File: src/rtl/tick_counter_seg7_if.sv
// tick_counter_seg7_if: control, status and display signals of the tick counter
interface tick_counter_seg7_if;
  logic tickIn;
  logic en;
  logic up;
  logic load;
  logic [3:0] loadVal;
  logic [3:0] count;
  logic [6:0] seg;
  logic tc;
  modport master (output tickIn, en, up, load, loadVal, input count, seg, tc);
  modport slave (input tickIn, en, up, load, loadVal, output count, seg, tc);
endinterface

File: src/rtl/tick_counter_seg7.sv
// tick_counter_seg7: steps a wrapping 4-bit counter on each synchronised tickIn rise and drives its 7-segment pattern
module tick_counter_seg7 #(
  parameter int MAX_VAL = 15,
  parameter bit SEG_ACTIVE_LOW = 1
) (
  input logic clk,
  input logic rst,
  tick_counter_seg7_if.slave bus
);
  localparam logic [3:0] MAX = 4'(MAX_VAL);
  function automatic logic [6:0] hex(input logic [3:0] v);
    logic [6:0] s;
    case (v)
      4'h0: s = 7'h3F;
      4'h1: s = 7'h06;
      4'h2: s = 7'h5B;
      4'h3: s = 7'h4F;
      4'h4: s = 7'h66;
      4'h5: s = 7'h6D;
      4'h6: s = 7'h7D;
      4'h7: s = 7'h07;
      4'h8: s = 7'h7F;
      4'h9: s = 7'h6F;
      4'hA: s = 7'h77;
      4'hB: s = 7'h7C;
      4'hC: s = 7'h39;
      4'hD: s = 7'h5E;
      4'hE: s = 7'h79;
      default: s = 7'h71;
    endcase
    return SEG_ACTIVE_LOW ? ~s : s;
  endfunction
  logic s1, s2, p;
  logic step, wrap;
  logic [3:0] nxt;
  // synchroniser and edge history run through reset so a steady level never looks like an edge
  always_ff @(posedge clk) begin
    s1 <= bus.tickIn;
    s2 <= s1;
    p <= s2;
  end
  always_comb begin
    step = s2 & ~p & bus.en;
    wrap = bus.up ? bus.count == MAX : bus.count == 4'd0;
    nxt = bus.load ? (bus.loadVal > MAX ? MAX : bus.loadVal) :
          !step ? bus.count :
          wrap ? (bus.up ? 4'd0 : MAX) :
          bus.up ? bus.count + 4'd1 : bus.count - 4'd1;
  end
  always_ff @(posedge clk) begin
    if (rst) begin
      bus.count <= 4'd0;
      bus.tc <= 1'b0;
      bus.seg <= hex(4'd0);
    end else begin
      bus.count <= nxt;
      bus.tc <= !bus.load && step && wrap;
      bus.seg <= hex(nxt);
    end
  end
endmodule

File: src/flat_wrapper.sv
// flat-port wrapper written by rule: the top's interface ports become plain ports
module tick_counter_seg7_flat 
#(
  parameter int MAX_VAL = 15,
  parameter bit SEG_ACTIVE_LOW = 1
)
  (clk, rst, bus_tickIn, bus_en, bus_up, bus_load, bus_loadVal, bus_count, bus_seg, bus_tc);
  tick_counter_seg7_if bus_i ();
  input logic clk;
  input logic rst;
  input wire logic [$bits(bus_i.tickIn)-1:0] bus_tickIn;
  input wire logic [$bits(bus_i.en)-1:0] bus_en;
  input wire logic [$bits(bus_i.up)-1:0] bus_up;
  input wire logic [$bits(bus_i.load)-1:0] bus_load;
  input wire logic [$bits(bus_i.loadVal)-1:0] bus_loadVal;
  output wire logic [$bits(bus_i.count)-1:0] bus_count;
  output wire logic [$bits(bus_i.seg)-1:0] bus_seg;
  output wire logic [$bits(bus_i.tc)-1:0] bus_tc;
  assign bus_i.tickIn = bus_tickIn;
  assign bus_i.en = bus_en;
  assign bus_i.up = bus_up;
  assign bus_i.load = bus_load;
  assign bus_i.loadVal = bus_loadVal;
  assign bus_count = bus_i.count;
  assign bus_seg = bus_i.seg;
  assign bus_tc = bus_i.tc;
  tick_counter_seg7 #(.MAX_VAL(MAX_VAL), .SEG_ACTIVE_LOW(SEG_ACTIVE_LOW)) u_core (.clk(clk), .rst(rst), .bus(bus_i));
endmodule
File: config.mk
export PLATFORM = sky130hd
export DESIGN_NAME = tick_counter_seg7_flat
export DESIGN_NICKNAME = d
export VERILOG_FILES = /design/src/rtl/tick_counter_seg7_if.sv /design/src/rtl/tick_counter_seg7.sv /design/src/flat_wrapper.sv
export SDC_FILE = /design/constraint.sdc
export NUM_CORES = 1
export LEC_CHECK = 0
export CORE_ASPECT_RATIO = 1.25
export CORE_MARGIN = 1.5
export CORE_UTILIZATION = 44
export DETAILED_ROUTE_END_ITERATION = 10
export PLACE_DENSITY_LB_ADDON = 0.08
export REMOVE_ABC_BUFFERS = 1
export SLEW_MARGIN = 10
export SYNTH_ARGS = -nofsm -noshare
export SYNTH_HDL_FRONTEND = slang
export SYNTH_SLANG_ARGS = --single-unit
File: constraint.sdc
create_clock -name clk -period 2.3 [get_ports clk]
set_input_delay 0.23 -clock clk [delete_from_list [all_inputs] [get_ports clk]]
set_output_delay 0.23 -clock clk [all_outputs]
set_load 0.02 [all_outputs]
== Yosys cells after proc, flatten, opt, wreduce, memory -nomap -nowiden ==
Memory sizes are Yosys's and may differ from the RTL's.
Cells that the tools add are included.

* Register bits: 15
* Bits in latches: 0
* Bits in writable memories: 0
* Memory bits (read-only): 112
* Input bits: 10
* Logic and storage cells: 27
* Memories: 1

{| class="wikitable"
|+ Memories
! name !! depth !! bits a word !! rd ports !! clocked after Yosys merged registers in !! write ports !! line !! RTL
|-
| (name not given) || 16 || 7 || 1 || 0 || 0 || tick_counter_seg7.sv:13 || <nowiki>case (v)</nowiki>
|}

* Add/subtract/negate cells: 2
* $mul: 0
* Div/mod/pow operators: 0
* Magnitude comparators: 1
* Equality and inequality tests: 1
* Shifts and indexed selects: 0
* Muxes and demuxes: 8
* Bitwise gates (word level): 4
* Reduce and logical (&&, ||, !) cells: 4

{| class="wikitable"
|+ Operators with widths
! cell !! number
|-
| 2-to-1 mux 4 bit || 6
|-
| 2-to-1 mux 7 bit || 1
|-
| inverter 7 bit || 1
|-
| adder 4 x 1 -> 4 bit (second input constant) || 1
|-
| equality test 4 bit (second input constant) || 1
|-
| > comparator 4 bit (second input constant) || 1
|-
| zero test 4 bit || 1
|-
| subtractor 4 x 1 -> 4 bit (second input constant) || 1
|-
| AND 1 bit || 2
|-
| logical AND 1 bit || 2
|-
| zero test 1 bit || 1
|-
| 2-to-1 mux 1 bit || 1
|-
| inverter 1 bit || 1
|}

== Longest topological paths before layout ==
Gate-level depths: netlist of the first run.
An unclocked memory read counts as a cell.

* Depth after elaboration: 8
* Gate-level depth with buffers: 10
* Mapped depth without buffers: 10

== Least setup slack after synthesis of the first run ==
No wires, ideal clock.

* Kind: register to register
* Start: register u_core.bus.count[1]
* End: register u_core.bus.seg[1]
* Setup time: 0.070 ns
* Data arrival time: 2.278 ns
* Data required time: 2.230 ns
* Slack: -0.048 ns
* Stages on the path, launching flop included: 7
* Buffers on the path: 0
* Cell sequence: dfxtp_1 -> or4_4 -> or2_1 -> a31o_2 -> ha_1 -> or4b_1 -> a21oi_1

* Word-level cells in the longest chain between the ends: 8
* Elaborated cells on any way between the ends: 12

{| class="wikitable"
|+ Ends and longest elaborated chain
! what !! line !! RTL
|-
| start, declared || tick_counter_seg7_if.sv:12 || <nowiki>modport slave (input tickIn, en, up, load, loadVal, output count, seg, tc);</nowiki>
|-
| start signal, assigned || tick_counter_seg7.sv:56 || <nowiki>bus.count <= nxt;</nowiki>
|-
| subtractor 4 x 1 -> 4 bit, or another cell as far along || tick_counter_seg7.sv:48 || <nowiki>bus.up ? bus.count + 4'd1 : bus.count - 4'd1;</nowiki>
|-
| 2-to-1 mux 4 bit or 2-to-1 mux 1 bit (tied branches) || tick_counter_seg7.sv:48, tick_counter_seg7.sv:44 ||
|-
| 2-to-1 mux 4 bit || tick_counter_seg7.sv:47 || <nowiki>wrap ? (bus.up ? 4'd0 : MAX) :</nowiki>
|-
| 2-to-1 mux 4 bit (*) || tick_counter_seg7.sv:46 || <nowiki>!step ? bus.count :</nowiki>
|-
| 2-to-1 mux 4 bit (*) || tick_counter_seg7.sv:45 || <nowiki>nxt = bus.load ? (bus.loadVal > MAX ? MAX : bus.loadVal) :</nowiki>
|-
| memory (16 x 7 bit) (*) || -- ||
|-
| 2-to-1 mux 7 bit (*) || tick_counter_seg7.sv:51 || <nowiki>if (rst) begin</nowiki>
|-
| inverter 7 bit (*) || tick_counter_seg7.sv:31 || <nowiki>return SEG_ACTIVE_LOW ? ~s : s;</nowiki>
|-
| end signal, assigned || tick_counter_seg7.sv:54 || <nowiki>bus.seg <= hex(4'd0);</nowiki>
|-
| end signal, assigned || tick_counter_seg7.sv:58 || <nowiki>bus.seg <= hex(nxt);</nowiki>
|-
| end, declared || tick_counter_seg7_if.sv:12 ||
|}

Mark *: on every way between the ends. The rest lies on a longest branch, timed or not. The select of a mux whose other input is x is not followed.
A chain may end at the register's enable or synchronous reset.

== Final worst setup path of the first run ==
Same ends and word-level chain as after synthesis.

==> results.rst, run 1 <==
.. list-table::
   :header-rows: 1

   * - Metric
     - Value
   * - Warnings from Yosys
     - 0
   * - Clock tree root driver cell
     - sky130_fd_sc_hd__clkbuf_4
   * - Growth of design area from synthesis to finish
     - 49.9%
   * - Final Wtd Congestion
     - 0.799
   * - Final worst path period share
     - 101%
   * - Average instance area after synthesis
     - 8.86 sq um
   * - Slew Limit Fails
     - 0
   * - Setup Skew
     - 0.000987 ns
   * - Overall via count from detail_route
     - 937
   * - Global-route wire length before repair
     - 3950 um
   * - Chip Width
     - 44.5 um
   * - Total congestion overflow after global routing
     - 0
   * - Outcome
     - finished with violations
   * - Seq/Total Area, Yosys
     - 31.7%
   * - Global-route usage over all layers
     - 22.0%
   * - Drt drc
     - 1
   * - Setup crit end kind
     - flop
   * - Hold-fix buffers, CTS
     - 0
   * - Count of nets left with antenna violations after detail routing
     - 0
   * - Total of flip-flops plus latches after synthesis
     - 15
   * - Half-perimeter wire length after placement
     - 1830 um
   * - Failing checks
     - DRC, setup timing
   * - Antenna violations before repair
     - 0
   * - Count of antenna diodes in the layout
     - 0
   * - Total number of nets in the final design
     - 171
   * - Area of the multi-input gates
     - 641 sq um
   * - Ys async rst share
     - 0%
   * - Buffers added on ports
     - 21
   * - Final-layout fill cell count
     - 167
   * - Post-route cell area
     - 0.00142 sq mm
   * - VDD IR max
     - 389 uV
   * - Time the final worst path needs with I/O delays and setup
     - 2.32 ns
   * - Hold Crit Class
     - flop to flop
   * - Share of layout cells above drive strength 1
     - 30.5%
   * - Ys flop type
     - sky130_fd_sc_hd__dfxtp_1
   * - Number of detailed-route iterations in the first pass
     - 7
   * - Pre-CTS setup slack
     - -0.511 ns
   * - Initial standard-cell utilization of the core
     - 47.3%
   * - Headroom to the max-slew limit
     - 71.7%
   * - DP Area
     - 0.00133 sq mm
   * - Y dimension of the die
     - 54.9 um
   * - Upper clock frequency limit
     - 0.432 GHz
   * - Area taken by flip-flops and latches
     - 302 sq um
   * - TritonCTS sink count
     - 15
   * - Power Total
     - 750 uW
   * - # H-tree levels
     - 1
   * - Worst EP arrival
     - 2.53 ns
   * - Top-Level Pins
     - 22
   * - RSZ-0062 raised after global routing
     - true
   * - Data required, critical path
     - 2.51 ns
   * - Buffer levels on the longest clock path
     - 2
   * - TNS Setup
     - -0.0170 ns
   * - Final Hold Violating Endpoints
     - 0
   * - Clock-pin slew on the worst setup and hold paths
     - 0.09 ns
   * - Max-cap violations
     - 0
   * - Site Rows
     - 18
   * - Final setup fails
     - 1
   * - Leakage power of the design
     - 0.645 nW
   * - Number of distinct library cells after synthesis
     - 39
   * - Number of enable-type register cells in the synthesized netlist
     - 0
   * - Top library cells by usage in the layout, fill and taps aside
     - sky130_fd_sc_hd__buf_4, sky130_fd_sc_hd__clkdlybuf4s50_1, sky130_fd_sc_hd__dfxtp_1
   * - Most frequent standard cell in the layout excluding fill and tap cells
     - sky130_fd_sc_hd__buf_4
   * - Instance count after placement with tap cells included
     - 166
   * - Number of global-route vias before repair
     - 896
   * - Hold Worst Slack
     - 0.339 ns
   * - Violation count after the first detailed-route iteration
     - 16
   * - Maximum number of pins on one net before global-route repair
     - 12
   * - Actual transition at the worst max-transition pin
     - 0.423 ns
   * - Power density over cell area
     - 528 mW/mm^2
   * - Startpoint-to-endpoint class of the critical path
     - flop to flop
   * - DR vias/cell
     - 5.48
   * - Post-Syn Instances
     - 107
   * - TritonCTS clock tree
     - done
   * - Post-synthesis instance area
     - 948 sq um
   * - Number of clock buffers inserted by TritonCTS
     - 3
   * - Highest net fanout along the worst path
     - 6
   * - Final cell utilization of the core
     - 70.9%
   * - Routed WL per cell
     - 14.0 um
   * - Die Area
     - 0.00244 sq mm
   * - Kind of start point of the critical path
     - flop
   * - Clk Latency, worst-skew pair
     - 0.28 ns
   * - Core ar.
     - 0.00200 sq mm
   * - Final standard cell count with taps included and fillers excluded
     - 171
   * - Final Routed Wirelength
     - 2390 um
   * - Minimum setup slack in the final design
     - -0.0170 ns
## area by class of cell
| type | count | share of cell area, % |
|---|---|---|
| inverters | 6 | 1.58 |
| well taps | 20 | 1.76 |
| repair buffers | 47 | 28.4 |
| flip-flops and latches | 15 | 21.2 |
| multi-input cells | 79 | 45.1 |
| clock buffers | 3 | 1.58 |
| clock inverters | 1 | 0.352 |
## kinds of logic (layout without fill, tap and decap cells)
logic type | after synthesis | in the layout | synth area share (%)
adders and majority gates | 9 | 9 | 12.7
xor gates and xnor gates | 2 | 2 | 1.85
AOI/OAI and AO/OA | 27 | 27 | 19.5
muxes | 5 | 5 | 5.28
buffers and inverters | 13 | 57 | 6.99
and+or+nand+nor | 36 | 36 | 22.0
DFF | 15 | 15 | 31.7
## report_power, final
| group | internal (mW) | total, mW | switching [mW] |
|---|---|---|---|
| Clock | 0.0645 | 0.147 | 0.0823 |
| Combinational | 0.163 | 0.311 | 0.148 |
| Sequential | 0.283 | 0.292 | 0.00926 |
| Total | 0.511 | 0.750 | 0.239 |
## routing by layer
layer  wire, um  GRT usage (%)
met3         68           1.95
met4         61           9.60
met1       1020           25.6
met5          0              0
met2       1240           40.6
## synth_stat cells, types with 2 or more instances
cell                        n  area, sq um
sky130_fd_sc_hd__nor2_1     8         30.0
sky130_fd_sc_hd__nor3_1     2         10.0
sky130_fd_sc_hd__xor2_1     2         17.5
sky130_fd_sc_hd__mux2i_1    5         50.1
sky130_fd_sc_hd__dfxtp_1   15          300
sky130_fd_sc_hd__o31ai_1    3         22.5
sky130_fd_sc_hd__and3_1     2         12.5
sky130_fd_sc_hd__nand2_1    4         15.0
sky130_fd_sc_hd__nand3_1    5         25.0
sky130_fd_sc_hd__or3_1      2         12.5
sky130_fd_sc_hd__clkbuf_1   5         18.8
sky130_fd_sc_hd__a211oi_1   2         15.0
sky130_fd_sc_hd__a21oi_1    7         35.0
sky130_fd_sc_hd__nand2b_1   2         12.5
sky130_fd_sc_hd__inv_1      6         22.5
sky130_fd_sc_hd__o21ai_0    5         25.0
sky130_fd_sc_hd__o21a_1     2         15.0
sky130_fd_sc_hd__ha_1       8          100
sky130_fd_sc_hd__nand3b_1   2         15.0
## critical path, cell delays in order (launching register included)
cell and delay (ns):
sky130_fd_sc_hd__dfxtp_2 0.33, sky130_fd_sc_hd__or4_4 0.54, sky130_fd_sc_hd__or2_4 0.25, sky130_fd_sc_hd__a31o_4 0.26
sky130_fd_sc_hd__ha_4 0.27, sky130_fd_sc_hd__or4b_4 0.46, sky130_fd_sc_hd__a21oi_2 0.14
## final timing paths
| kind | from | end | slack (ns) | cells after the start |
|---|---|---|---|---|
| min reg2reg | u_core.s1 | u_core.s2 | 0.34 | 0 |
| min | u_core.s1 | u_core.s2 | 0.34 | 0 |
| max | u_core.bus.count[1] | u_core.bus.seg[1] | -0.02 | 6 |
| max reg2reg | u_core.bus.count[1] | u_core.bus.seg[1] | -0.02 | 6 |
## sequential cells by signal (all words and copies together) (netlist names)
signal            cells
u_core.bus.tc         1
u_core.p              1
u_core.bus.seg        7
u_core.bus.count      4
u_core.s2             1
u_core.s1             1
## what timing repair did
action | 4_1_cts | 5_1_grt
gates resized for setup | 9 | 5
pin swaps | 4 | 5
setup endpoints to repair | 7 | 5
setup buffers | 0 | 1
No activity file was read; power rests on OpenSTA's default activity.
==> inputs of run 2 (changes only) <==
Settings changed: CORE_ASPECT_RATIO 1.25 to 0.75.
==> run 2 against run 1 <==
Sequential cell count unchanged. Worst setup slack better by 0.031 ns. Core utilization up 4.2 points. Clock power up 9%. Sequential share of layout area down 1.1 points. Non-clock buffer count up 6. Count of clock-buffer cells in the layout unchanged. Highest routed layer unchanged. Critical path depth unchanged. Maximum frequency up 1.4%. Clock skew about the same. The flow now finishes without violations.
==> results.rst, run 2 (synthesis gave the netlist of run 1 again) <==
.. list-table::
   :header-rows: 1

   * - Metric
     - Value
   * - Cell breakdown of the critical path
     - or4_4 -> or2_4 -> a31o_4 -> ha_4 -> or4b_4 -> a21oi_2
   * - Register with the highest flop count
     - u_core.bus.seg
   * - Overall via count from detail_route
     - 985 (+5.1%)
   * - Slew Limit Fails
     - 0 (unchanged)
   * - Final Wtd Congestion
     - 0.833 (+4.2%)
   * - Setup Skew
     - 0.000783 ns (-0.000203 ns)
   * - VDD IR max
     - 472 uV (+21%)
   * - Kind of cell with the highest combined delay on the critical path
     - simple AND/OR/NAND/NOR gates
   * - Time the final worst path needs with I/O delays and setup
     - 2.29 ns (-0.0311 ns)
   * - Final Hold Violating Endpoints
     - 0 (unchanged)
   * - Global-route usage over all layers
     - 23.6% (+1.6 points)
   * - Final worst path period share
     - 99.4% (-1.4 points)
   * - Final Routed Wirelength
     - 2680 um (+12%)
   * - Highest net fanout along the worst path
     - 5 (-1)
   * - Instance count after placement with tap cells included
     - 175 (+5.4%)
   * - Final cell utilization of the core
     - 75.2% (+4.2 points)
   * - Buffer levels on the longest clock path
     - 2 (unchanged)
   * - Combinational Power Share
     - 43.5% (+2.0 points)
   * - Total number of nets in the final design
     - 177 (+3.5%)
   * - Final standard cell count with taps included and fillers excluded
     - 181 (+5.8%)
   * - Proportion of total power due to net switching
     - 33.5% (+1.6 points)
   * - Most frequent standard cell in the layout excluding fill and tap cells
     - sky130_fd_sc_hd__buf_4
   * - # H-tree levels
     - 1 (unchanged)
   * - Half-perimeter wire length after placement
     - 2000 um (+9.4%)
   * - Worst stage delay on the critical path
     - 0.53 ns (about the same)
   * - Headroom to the max-slew limit
     - 76.3% (+4.6 points)
   * - Maximum number of pins on one net before global-route repair
     - 11 (-1)
   * - Core ar.
     - 0.00201 sq mm (+0.50%)
   * - Clock-pin slew on the worst setup and hold paths
     - 0.09 ns (about the same)
   * - Die Area
     - 0.00245 sq mm (about the same)
   * - Share of layout cells above drive strength 1
     - 40.8% (+10 points)
   * - Number of clock buffers inserted by TritonCTS
     - 3 (unchanged)
   * - Buffers added on ports
     - 21 (unchanged)
   * - Total congestion overflow after global routing
     - 0 (unchanged)
   * - Buf+Inv Stages, Crit Path
     - 0 (unchanged)
   * - Startpoint-to-endpoint class of the critical path
     - flop to flop
   * - Violation count after the first detailed-route iteration
     - 36 (+20)
   * - Setup slack of the most critical reg-to-reg path
     - 0.01 ns (+0.03 ns)
   * - Actual transition at the worst max-transition pin
     - 0.349 ns (-0.0740 ns)
   * - Power density over cell area
     - 531 mW/mm^2 (+0.63%)
   * - Fraction of power consumed by the clock network
     - 19.9% (+0.3 points)
   * - Hold Crit Class
     - flop to flop
   * - TritonCTS clock tree
     - done
   * - Top library cells by usage in the layout, fill and taps aside
     - sky130_fd_sc_hd__buf_4, sky130_fd_sc_hd__clkdlybuf4s50_1, sky130_fd_sc_hd__dfxtp_1
   * - Number of global-route vias before repair
     - 932 (+4.0%)
   * - Antenna violations before repair
     - 0 (unchanged)
   * - RSZ-0062 raised after global routing
     - true
   * - Internal
     - 535 uW (+4.7%)
   * - Flip-flop count of the largest register, all copies and words added
     - 7 (unchanged)
   * - Leakage power of the design
     - 0.673 nW (+4.3%)
   * - Sw power
     - 269 uW (+12%)
   * - Kind of start point of the critical path
     - flop
   * - Count of antenna diodes in the layout
     - 0 (unchanged)
   * - Outcome
     - finished, final reports clean
   * - Number of detailed-route iterations in the first pass
     - 4 (-3)
   * - Clock tree root driver cell
     - sky130_fd_sc_hd__clkbuf_4
   * - DR vias/cell
     - 5.44 (-0.69%)
   * - Drt drc
     - 0 (-1)
   * - Clk Latency, worst-skew pair
     - 0.30 ns (+0.02 ns)
   * - Growth of design area from synthesis to finish
     - 59.6%
   * - Global-route wire length before repair
     - 4310 um (+9.1%)
   * - Max-cap violations
     - 0 (unchanged)
   * - Count of nets left with antenna violations after detail routing
     - 0 (unchanged)
   * - Initial standard-cell utilization of the core
     - 47.1% (-0.24 points)
   * - Site Rows
     - 14 (-4)
   * - Upper clock frequency limit
     - 0.437 GHz (+1.4%)
   * - Worst EP arrival
     - 2.52 ns (about the same)
   * - TritonCTS sink count
     - 15 (unchanged)
   * - Register share of total power
     - 36.6% (-2.4 points)
   * - Setup crit end kind
     - flop
   * - Data required, critical path
     - 2.54 ns (+0.03 ns)
   * - Registers with the most flip-flops
     - u_core.bus.seg (7), u_core.bus.count (4)
   * - Final setup fails
     - 0 (-1)
   * - Routed WL per cell
     - 14.8 um (+5.7%)
   * - Critical Path Slowest Stage Cell
     - sky130_fd_sc_hd__or4_4
   * - Top-Level Pins
     - 22 (unchanged)
   * - Y dimension of the die
     - 43.2 um (-21%)
   * - Chip Width
     - 56.6 um (+27%)
run 2: cell count changes in the layout (fill, tap and decap cells not counted), moves of 2 or more:
cell                      change
sky130_fd_sc_hd__dfxtp_2      +2
sky130_fd_sc_hd__buf_4        +6
sky130_fd_sc_hd__a21oi_1      -2
sky130_fd_sc_hd__dfxtp_1      -2
sky130_fd_sc_hd__ha_1         -2
sky130_fd_sc_hd__a21oi_2      +2
run 2: timing repair:
item	CTS	global route
setup endpoints to repair	7	7
pin swaps	3	4
resized for setup	19	9
hold buffers	0	0
hold endpoints to repair	0	0
buffers inserted	1	1
run 2: path summary, 6_finish.rpt:
| kind | startpoint | end | cells after the start |
|---|---|---|---|
| min reg2reg | u_core.s1 | u_core.s2 | 0 |
| max reg2reg | u_core.bus.count[1] | u_core.bus.seg[1] | 6 |
| max | u_core.bus.count[1] | u_core.bus.seg[1] | 6 |
| min | u_core.s1 | u_core.s2 | 0 |
run 2: layer usage:
layer  global-route usage (%)  wire [um]  vias to the layer above
li1                         -          -                      490
met1                     32.0       1260                      450
met2                     35.3       1190                       36
met3                     8.23        176                        9
met4                     7.14         51                        0
met5                        0          0                        -
run 2: metrics by stage:
stage	hold WS [ns]	setup slack [ns]	instance area [sq um]	TNS [ns]	power (mW)
global placement	0.314	-0.532	1370	-2.47	0.589
finish	0.343	0.0142	1510	0	0.804
global route	0.356	-0.0217	1510	-0.0496	0.849
detailed placement	0.315	-0.578	1370	-3.45	0.597
floorplan	0.258	-0.0474	905	-0.0474	0.441
CTS	0.344	0.00118	1490	0	0.786
run 2: final cells by class:
cell class                 count  area (sq um)
tap                           24          30.0
clock buffer                   3          22.5
inverter                       6          22.5
clock inverter                 1          5.00
fill                         134           500
timing repair buffer          53           449
sequential                    15           304
multi-input combinational     79           681
run 2: power by group through the flow:
stage	registers, mW	clock network [mW]	logic, mW
detailed placement	0.299	0	0.298
global placement	0.298	0	0.291
finish	0.294	0.160	0.350
global route	0.296	0.178	0.375
CTS	0.294	0.161	0.332
floorplan	0.327	0	0.114
run 2: worst register-to-register path, delay by kind of cell (launching register included):
family | cells | cell delay, ns
simple gates | 3 | 1.23
compound gates | 2 | 0.38
flops | 1 | 0.33
fa+ha+maj | 1 | 0.27
==> inputs of run 3 (changes only) <==
Settings changed: CELL_PAD_IN_SITES_DETAIL_PLACEMENT set to 1, CELL_PAD_IN_SITES_GLOBAL_PLACEMENT set to 2, CORE_UTILIZATION 44 to 26, TNS_END_PERCENT set to 1.
==> run 3 against run 2 <==
The run now ends with setup timing left. Cell area grew 5.1%. Sequential power is essentially flat. Sequential share of layout area shrank 1.1 points. Maximum frequency shrank 0.98%. Critical path type unchanged. Highest routed layer unchanged.
==> results.rst, run 3 (synthesis gave the netlist of run 1 again) <==
.. list-table::
   :header-rows: 1

   * - Metric
     - Value
   * - Antenna violations before repair
     - 0 (unchanged)
   * - Failing checks
     - setup timing
   * - Most frequent standard cell in the layout excluding fill and tap cells
     - sky130_fd_sc_hd__buf_4
   * - Half-perimeter wire length after placement
     - 2360 um (+18%)
   * - Site Rows
     - 18 (+4)
   * - TNS Setup
     - -0.00846 ns (-0.00846 ns)
   * - Time the final worst path needs with I/O delays and setup
     - 2.31 ns (+0.0226 ns)
   * - Growth of design area from synthesis to finish
     - 67.8%
   * - Power density over cell area
     - 556 mW/mm^2 (+4.6%)
   * - Clock-pin slew on the worst setup and hold paths
     - 0.07 ns (-0.02 ns)
   * - Top-Level Pins
     - 22 (unchanged)
   * - Buffer levels on the longest clock path
     - 2 (unchanged)
   * - Routed WL per cell
     - 16.2 um (+9.2%)
   * - Upper clock frequency limit
     - 0.433 GHz (-0.98%)
   * - Setup Skew
     - 0.00589 ns (+0.00510 ns)
   * - Hold Crit Class
     - flop to flop
   * - Global-route usage over all layers
     - 17.3% (-6.3 points)
   * - # H-tree levels
     - 1 (unchanged)
   * - Leakage power of the design
     - 0.696 nW (+3.5%)
   * - Buf+Inv Stages, Crit Path
     - 0 (unchanged)
   * - Y dimension of the die
     - 55.3 um (+28%)
   * - Final Routed Wirelength
     - 3220 um (+20%)
   * - Endpoint of the worst register-to-register path
     - u_core.bus.seg[1]
   * - Slew Limit Fails
     - 0 (unchanged)
   * - Overall via count from detail_route
     - 983 (-0.20%)
   * - Count of nets left with antenna violations after detail routing
     - 0 (unchanged)
   * - Clock tree root driver cell
     - sky130_fd_sc_hd__clkbuf_8
   * - Kind of start point of the critical path
     - flop
   * - Kind of cell with the highest combined delay on the critical path
     - simple AND/OR/NAND/NOR gates
   * - Violation count after the first detailed-route iteration
     - 34 (-5.6%)
   * - Final setup fails
     - 1 (+1)
   * - Core ar.
     - 0.00338 sq mm (+68%)
   * - Depth of the worst register-to-register path
     - 6 (unchanged)
   * - Startpoint-to-endpoint class of the critical path
     - flop to flop
   * - Worst EP arrival
     - 2.50 ns (-0.02 ns)
   * - Flip-flop count of the largest register, all copies and words added
     - 7 (unchanged)
   * - Drt drc
     - 0 (unchanged)
   * - Number of clock buffers inserted by TritonCTS
     - 3 (unchanged)
   * - Final Hold Violating Endpoints
     - 0 (unchanged)
   * - Buffers added on ports
     - 21 (unchanged)
   * - Final worst path period share
     - 100% (+0.98 points)
   * - Number of global-route vias before repair
     - 1060 (+14%)
   * - Max-cap violations
     - 0 (unchanged)
   * - Headroom to the max-slew limit
     - 70.6% (-5.7 points)
   * - Metal3 WL
     - 118 um (-33%)
   * - Maximum number of pins on one net before global-route repair
     - 11 (unchanged)
   * - Worst hold path startpoint
     - u_core.s1
   * - Minimum setup slack in the final design
     - -0.00846 ns (-0.0226 ns)
   * - Share of layout cells above drive strength 1
     - 41.5% (+0.75 points)
   * - Registers with the most flip-flops
     - u_core.bus.seg (7), u_core.bus.count (4)
   * - Hold Worst Slack
     - 0.333 ns (-0.0103 ns)
   * - Actual transition at the worst max-transition pin
     - 0.432 ns (+0.0835 ns)
   * - Top library cells by usage in the layout, fill and taps aside
     - sky130_fd_sc_hd__buf_4, sky130_fd_sc_hd__clkdlybuf4s50_1, sky130_fd_sc_hd__dfxtp_1
   * - DR vias/cell
     - 4.94 (-9.2%)
   * - Reg2reg start
     - u_core.bus.count[1]
   * - Outcome
     - finished with violations
   * - Global-route wire length before repair
     - 5310 um (+23%)
   * - Wire length on met1
     - 1620 um (+29%)
   * - VDD IR max
     - 312 uV (-34%)
   * - Die Area
     - 0.00402 sq mm (+64%)
   * - Met2 Routed Length
     - 1450 um (+22%)
   * - Final Wtd Congestion
     - 0.824 (-1.1%)
   * - Data required, critical path
     - 2.49 ns (-0.05 ns)
   * - Register with the highest flop count
     - u_core.bus.seg
   * - Count of antenna diodes in the layout
     - 0 (unchanged)
   * - Uppermost routed layer
     - met4
   * - Number of detailed-route iterations in the first pass
     - 4 (unchanged)
   * - Cell breakdown of the critical path
     - or4_4 -> or2_4 -> a31o_4 -> ha_4 -> or4b_4 -> a21oi_2
   * - Worst Hold End
     - u_core.s2
   * - RSZ-0062 raised after global routing
     - true
   * - Initial standard-cell utilization of the core
     - 28.1% (-19 points)
   * - Cell count of the worst hold path
     - 0 (unchanged)
   * - Setup slack of the most critical reg-to-reg path
     - -0.008 ns (-0.02 ns)
   * - Clk Latency, worst-skew pair
     - 0.25 ns (-0.05 ns)
   * - Critical Path Slowest Stage Cell
     - sky130_fd_sc_hd__or4_4
   * - Chip Width
     - 72.7 um (+28%)
   * - Hold-fix buffers, CTS
     - 0 (unchanged)
   * - Highest net fanout along the worst path
     - 5 (unchanged)
   * - Total congestion overflow after global routing
     - 0 (unchanged)
   * - Worst stage delay on the critical path
     - 0.53 ns (about the same)
   * - Total number of nets in the final design
     - 179 (+1.1%)
   * - TritonCTS sink count
     - 15 (unchanged)
   * - Setup crit end kind
     - flop
   * - TritonCTS clock tree
     - done
[run 3: cell count changes in the layout (fill, tap and decap cells not counted), sizes merged]
| cell | previous run | this run |
|---|---|---|
| buf | 32 | 34 |
[run 3: area by class of cell]
type	instances	area, sq um
Sequential cell	15	303
Multi-Input combinational cell	79	706
Fill cell	393	1790
Tap cell	40	50.0
Inverter	6	22.5
Clock inverter	1	5.00
Clock buffer	3	41.3
Timing Repair Buffer	55	464
[run 3: metrics by stage]
stage	std cells	utilization, %	setup WS [ns]	total power, mW	cell area, sq um
finish	199	47.1	-0.00846	0.884	1590
global route	199	47.1	-0.0772	0.937	1590
CTS	198	45.5	-0.0455	0.870	1540
detailed placement	192	41.4	-0.603	0.606	1400
global placement	192	41.4	-0.661	0.600	1400
floorplan	100	-	-0.0474	0.441	905
[run 3: report_power, final]
part	switching, mW	internal, mW	total [mW]	leakage, nW
combinational	0.176	0.195	0.371	0.546
sequential	0.0100	0.284	0.294	0.125
clock	0.0990	0.120	0.219	0.0255
total	0.285	0.599	0.884	0.696
[run 3: worst max path at each step]
stage	start	to	cells past startpoint
5_1_grt	u_core.bus.count[1]	u_core.bus.seg[6]	9
6_report	u_core.bus.count[1]	u_core.bus.seg[1]	6
3_3_place_gp	bus_up	u_core.bus.seg[4]	9
4_1_cts	u_core.bus.count[1]	u_core.bus.seg[1]	6
3_5_place_dp	bus_up	u_core.bus.seg[4]	9
2_1_floorplan	u_core.bus.count[1]	u_core.bus.seg[1]	6
[run 3: routing by layer]
layer	global-route usage, %	up-vias
met2	26.9	16
met4	3.23	0
li1	-	487
met5	0	-
met1	24.0	475
met3	5.11	5
[run 3: repair_timing]
item	in CTS	in global routing
resized for setup	17	12
pin swaps	6	9
setup endpoints to repair	7	7
buffers inserted	2	1
[run 3: worst reg2reg max path, stage by stage (launching register included)]
cell                      delay, ns
sky130_fd_sc_hd__dfxtp_2       0.33
sky130_fd_sc_hd__or4_4         0.53
sky130_fd_sc_hd__or2_4         0.25
sky130_fd_sc_hd__a31o_4        0.26
sky130_fd_sc_hd__ha_4          0.29
sky130_fd_sc_hd__or4b_4        0.47
sky130_fd_sc_hd__a21oi_2       0.13
==> RTL edit (flow settings as in run 1) <==
`SEG_ACTIVE_LOW` is set to 1 in 2 places; all go to 0.
--- a/src/rtl/tick_counter_seg7.sv
+++ b/src/rtl/tick_counter_seg7.sv
@@ -2,5 +2,5 @@
 module tick_counter_seg7 #(
   parameter int MAX_VAL = 15,
-  parameter bit SEG_ACTIVE_LOW = 1
+  parameter bit SEG_ACTIVE_LOW = 0
 ) (
   input logic clk,
--- a/src/flat_wrapper.sv
+++ b/src/flat_wrapper.sv
@@ -3,5 +3,5 @@
 #(
   parameter int MAX_VAL = 15,
-  parameter bit SEG_ACTIVE_LOW = 1
+  parameter bit SEG_ACTIVE_LOW = 0
 )
   (clk, rst, bus_tickIn, bus_en, bus_up, bus_load, bus_loadVal, bus_count, bus_seg, bus_tc);
Check against the original RTL: not equivalent (a bounded check fails within 4 cycles, from zero or initial values and one cycle with rst high).
==> RTL edit against run 1 <==
Die area up 12%. Non-clock buffer count up 3. Final area up 17%. Sequential share of layout area down 3.0 points. Count of clock-buffer cells in the layout unchanged. Synthesized area up 13%. Wire length up 35%. Worst setup slack better by 120 ps. Sequential cell count unchanged. Global-route usage up 3.1 points. Power up 10%. Largest power group unchanged. Highest routed layer unchanged. Hold slack better by 1.3 ps.
==> RTL edit: results (changes against run 1) <==
- H-Tree Level Count: 1 (unchanged)
- Layout fillers: 160 (-4.2%)
- Min-delay src: u_core.s1
- Synth warnings: 0 (unchanged)
- Leak: 0.650 nW (+0.84%)
- Post-synth top cells: 15 x dfxtp_1, 9 x ha_1, 9 x inv_1
- Worst skew pair latency: 300 ps (+20 ps)
- Clock slew at reported path FFs: 100 ps
- Top cells by area, synth: dfxtp_1 28%, ha_1 10%, a311oi_1 5.7%
- Vias per cell: 5.77 (+5.3%)
- WP data arrival: 2390 ps (-140 ps)
- Slew headroom: 70.7% (-1.0 points)
- 1st-iter DRT viols: 31 (+15)
- Worst Setup Start Kind: register
- Run status: completed
- Maximum number of pins on one net before global-route repair: 12 (unchanged)
- Antenna cells: 0 (unchanged)
- First-pass GRT wire length: 4940 µm (+25%)
- Port Buffer Count: 21 (unchanged)
- Layout net count: 183 (+7.0%)
- GRT Util Overall: 25.1% (+3.1 points)
- Deepest clock path buffer count: 2 (unchanged)
- Cells after DPL: 186 (+12%)
- Tightest Hold Check Type: register to register
- Clk root buf: clkbuf_4
- Wirelength per Cell: 16.7 µm (+19%)
- Distinct cells, synth: 47 (+21%)
- Largest regs: u_core.bus.seg x7, u_core.bus.count x4
- Synth Flop Type: dfxtp_1
- Via count: 1114 (+19%)
- Syn_area_per_cell: 9.60 µm² (+8.3%)
- Initial antenna violation count: 0 (unchanged)
- Reg2reg start: u_core.bus.count[1]
- Layout Skew: 7.54 ps (+6.55 ps)
- Routability congestion estimate: 0.893 (+12%)
- CTS Buf Count: 3 (unchanged)
- Max FO, Critical Path: 8 (+2)
- DRT Pass-1 Iters: 5 (-2)
- Share of cells above drive strength 1: 40.1% (+9.7 points)
- Peak VDD IR: 367 µV (-5.6%)
- Post-synthesis sequential area ratio: 27.9% (-3.7 points)
- HPWL after DPL: 2230 µm (+22%)
- Vias in the first global route: 1150 (+28%)
- Fraction of registers with async set/reset: 0% (unchanged)
-- RTL edit: cell types whose count changed in the layout (fill, tap and decap cells not counted), moves of 4 or more --
| cell | before | now |
|---|---|---|
| a2111oi_2 | 0 | 5 |
| o21ai_0 | 4 | 0 |
| nand3_1 | 5 | 1 |
| mux2i_1 | 5 | 1 |
-- RTL edit: worst paths after layout --
| kind | endpoint | cells after the start | slack (ps) |
|---|---|---|---|
| max | u_core.bus.seg[1] | 7 | 100 |
| min | u_core.s2 | 0 | 340 |
| max reg2reg | u_core.bus.seg[1] | 7 | 100 |
| min reg2reg | u_core.s2 | 0 | 340 |
-- RTL edit: cell families (layout without fill, tap and decap cells) --
family | count (synthesis) | in the layout | share of synthesized area, %
AOI/OAI and AO/OA | 38 | 38 | 33.2
and+or+nand+nor | 31 | 31 | 16.8
DFF | 15 | 15 | 27.9
buffers and inverters | 13 | 63 | 4.89
adders and majority gates | 10 | 10 | 12.3
muxes | 4 | 4 | 4.07
xor gates and xnor gates | 1 | 1 | 0.815
-- RTL edit: worst max-delay path, stage by stage (launching register included) --
cell and delay [ps]:
dfxtp_2 340, buf_4 150, ha_1 280, nand3_2 120, and2_4 190, a2111o_1 570, a311oi_1 380, a211oi_2 60
-- RTL edit: routing by layer --
metal  GRT usage [%]  routed length (µm)
met2            45.8                1780
met4            13.9                  87
met3            2.18                  95
met1            26.4                1260
met5               0                   0
-- RTL edit: metrics by stage --
stage	cell area [µm²]	setup slack, ps
floorplan	1060	-272
global placement	1500	-324
detailed placement	1500	-315
CTS	1550	12.4
global route	1670	12.7
finish	1670	103
-- RTL edit: area by class of cell --
type                            instances  area [µm²]  share of cell area (%)
Clock buffer                            3        22.5                    1.35
Clock inverter                          1        7.51                   0.450
Inverter                                9        33.8                    2.03
Multi-Input combinational cell         84         831                    49.8
Sequential cell                        15         304                    18.2
Tap cell                               31        38.8                    2.33
Timing Repair Buffer                   50         430                    25.8
-- RTL edit: repair_timing --
item,in CTS,in global routing
gates cloned,0,0
buffers inserted,0,3
pin swaps,0,9
hold endpoints to repair,0,0
endpoints found under the setup margin,4,7
gates resized for setup,6,22
-- RTL edit: power breakdown --
group	switching, W	leakage (nW)	total [W]	internal (W)
registers	0.0000150	0.126	0.000299	0.000284
logic	0.000185	0.511	0.000360	0.000175
clock network	0.0000990	0.0139	0.000165	0.0000664
total	0.000299	0.650	0.000825	0.000526
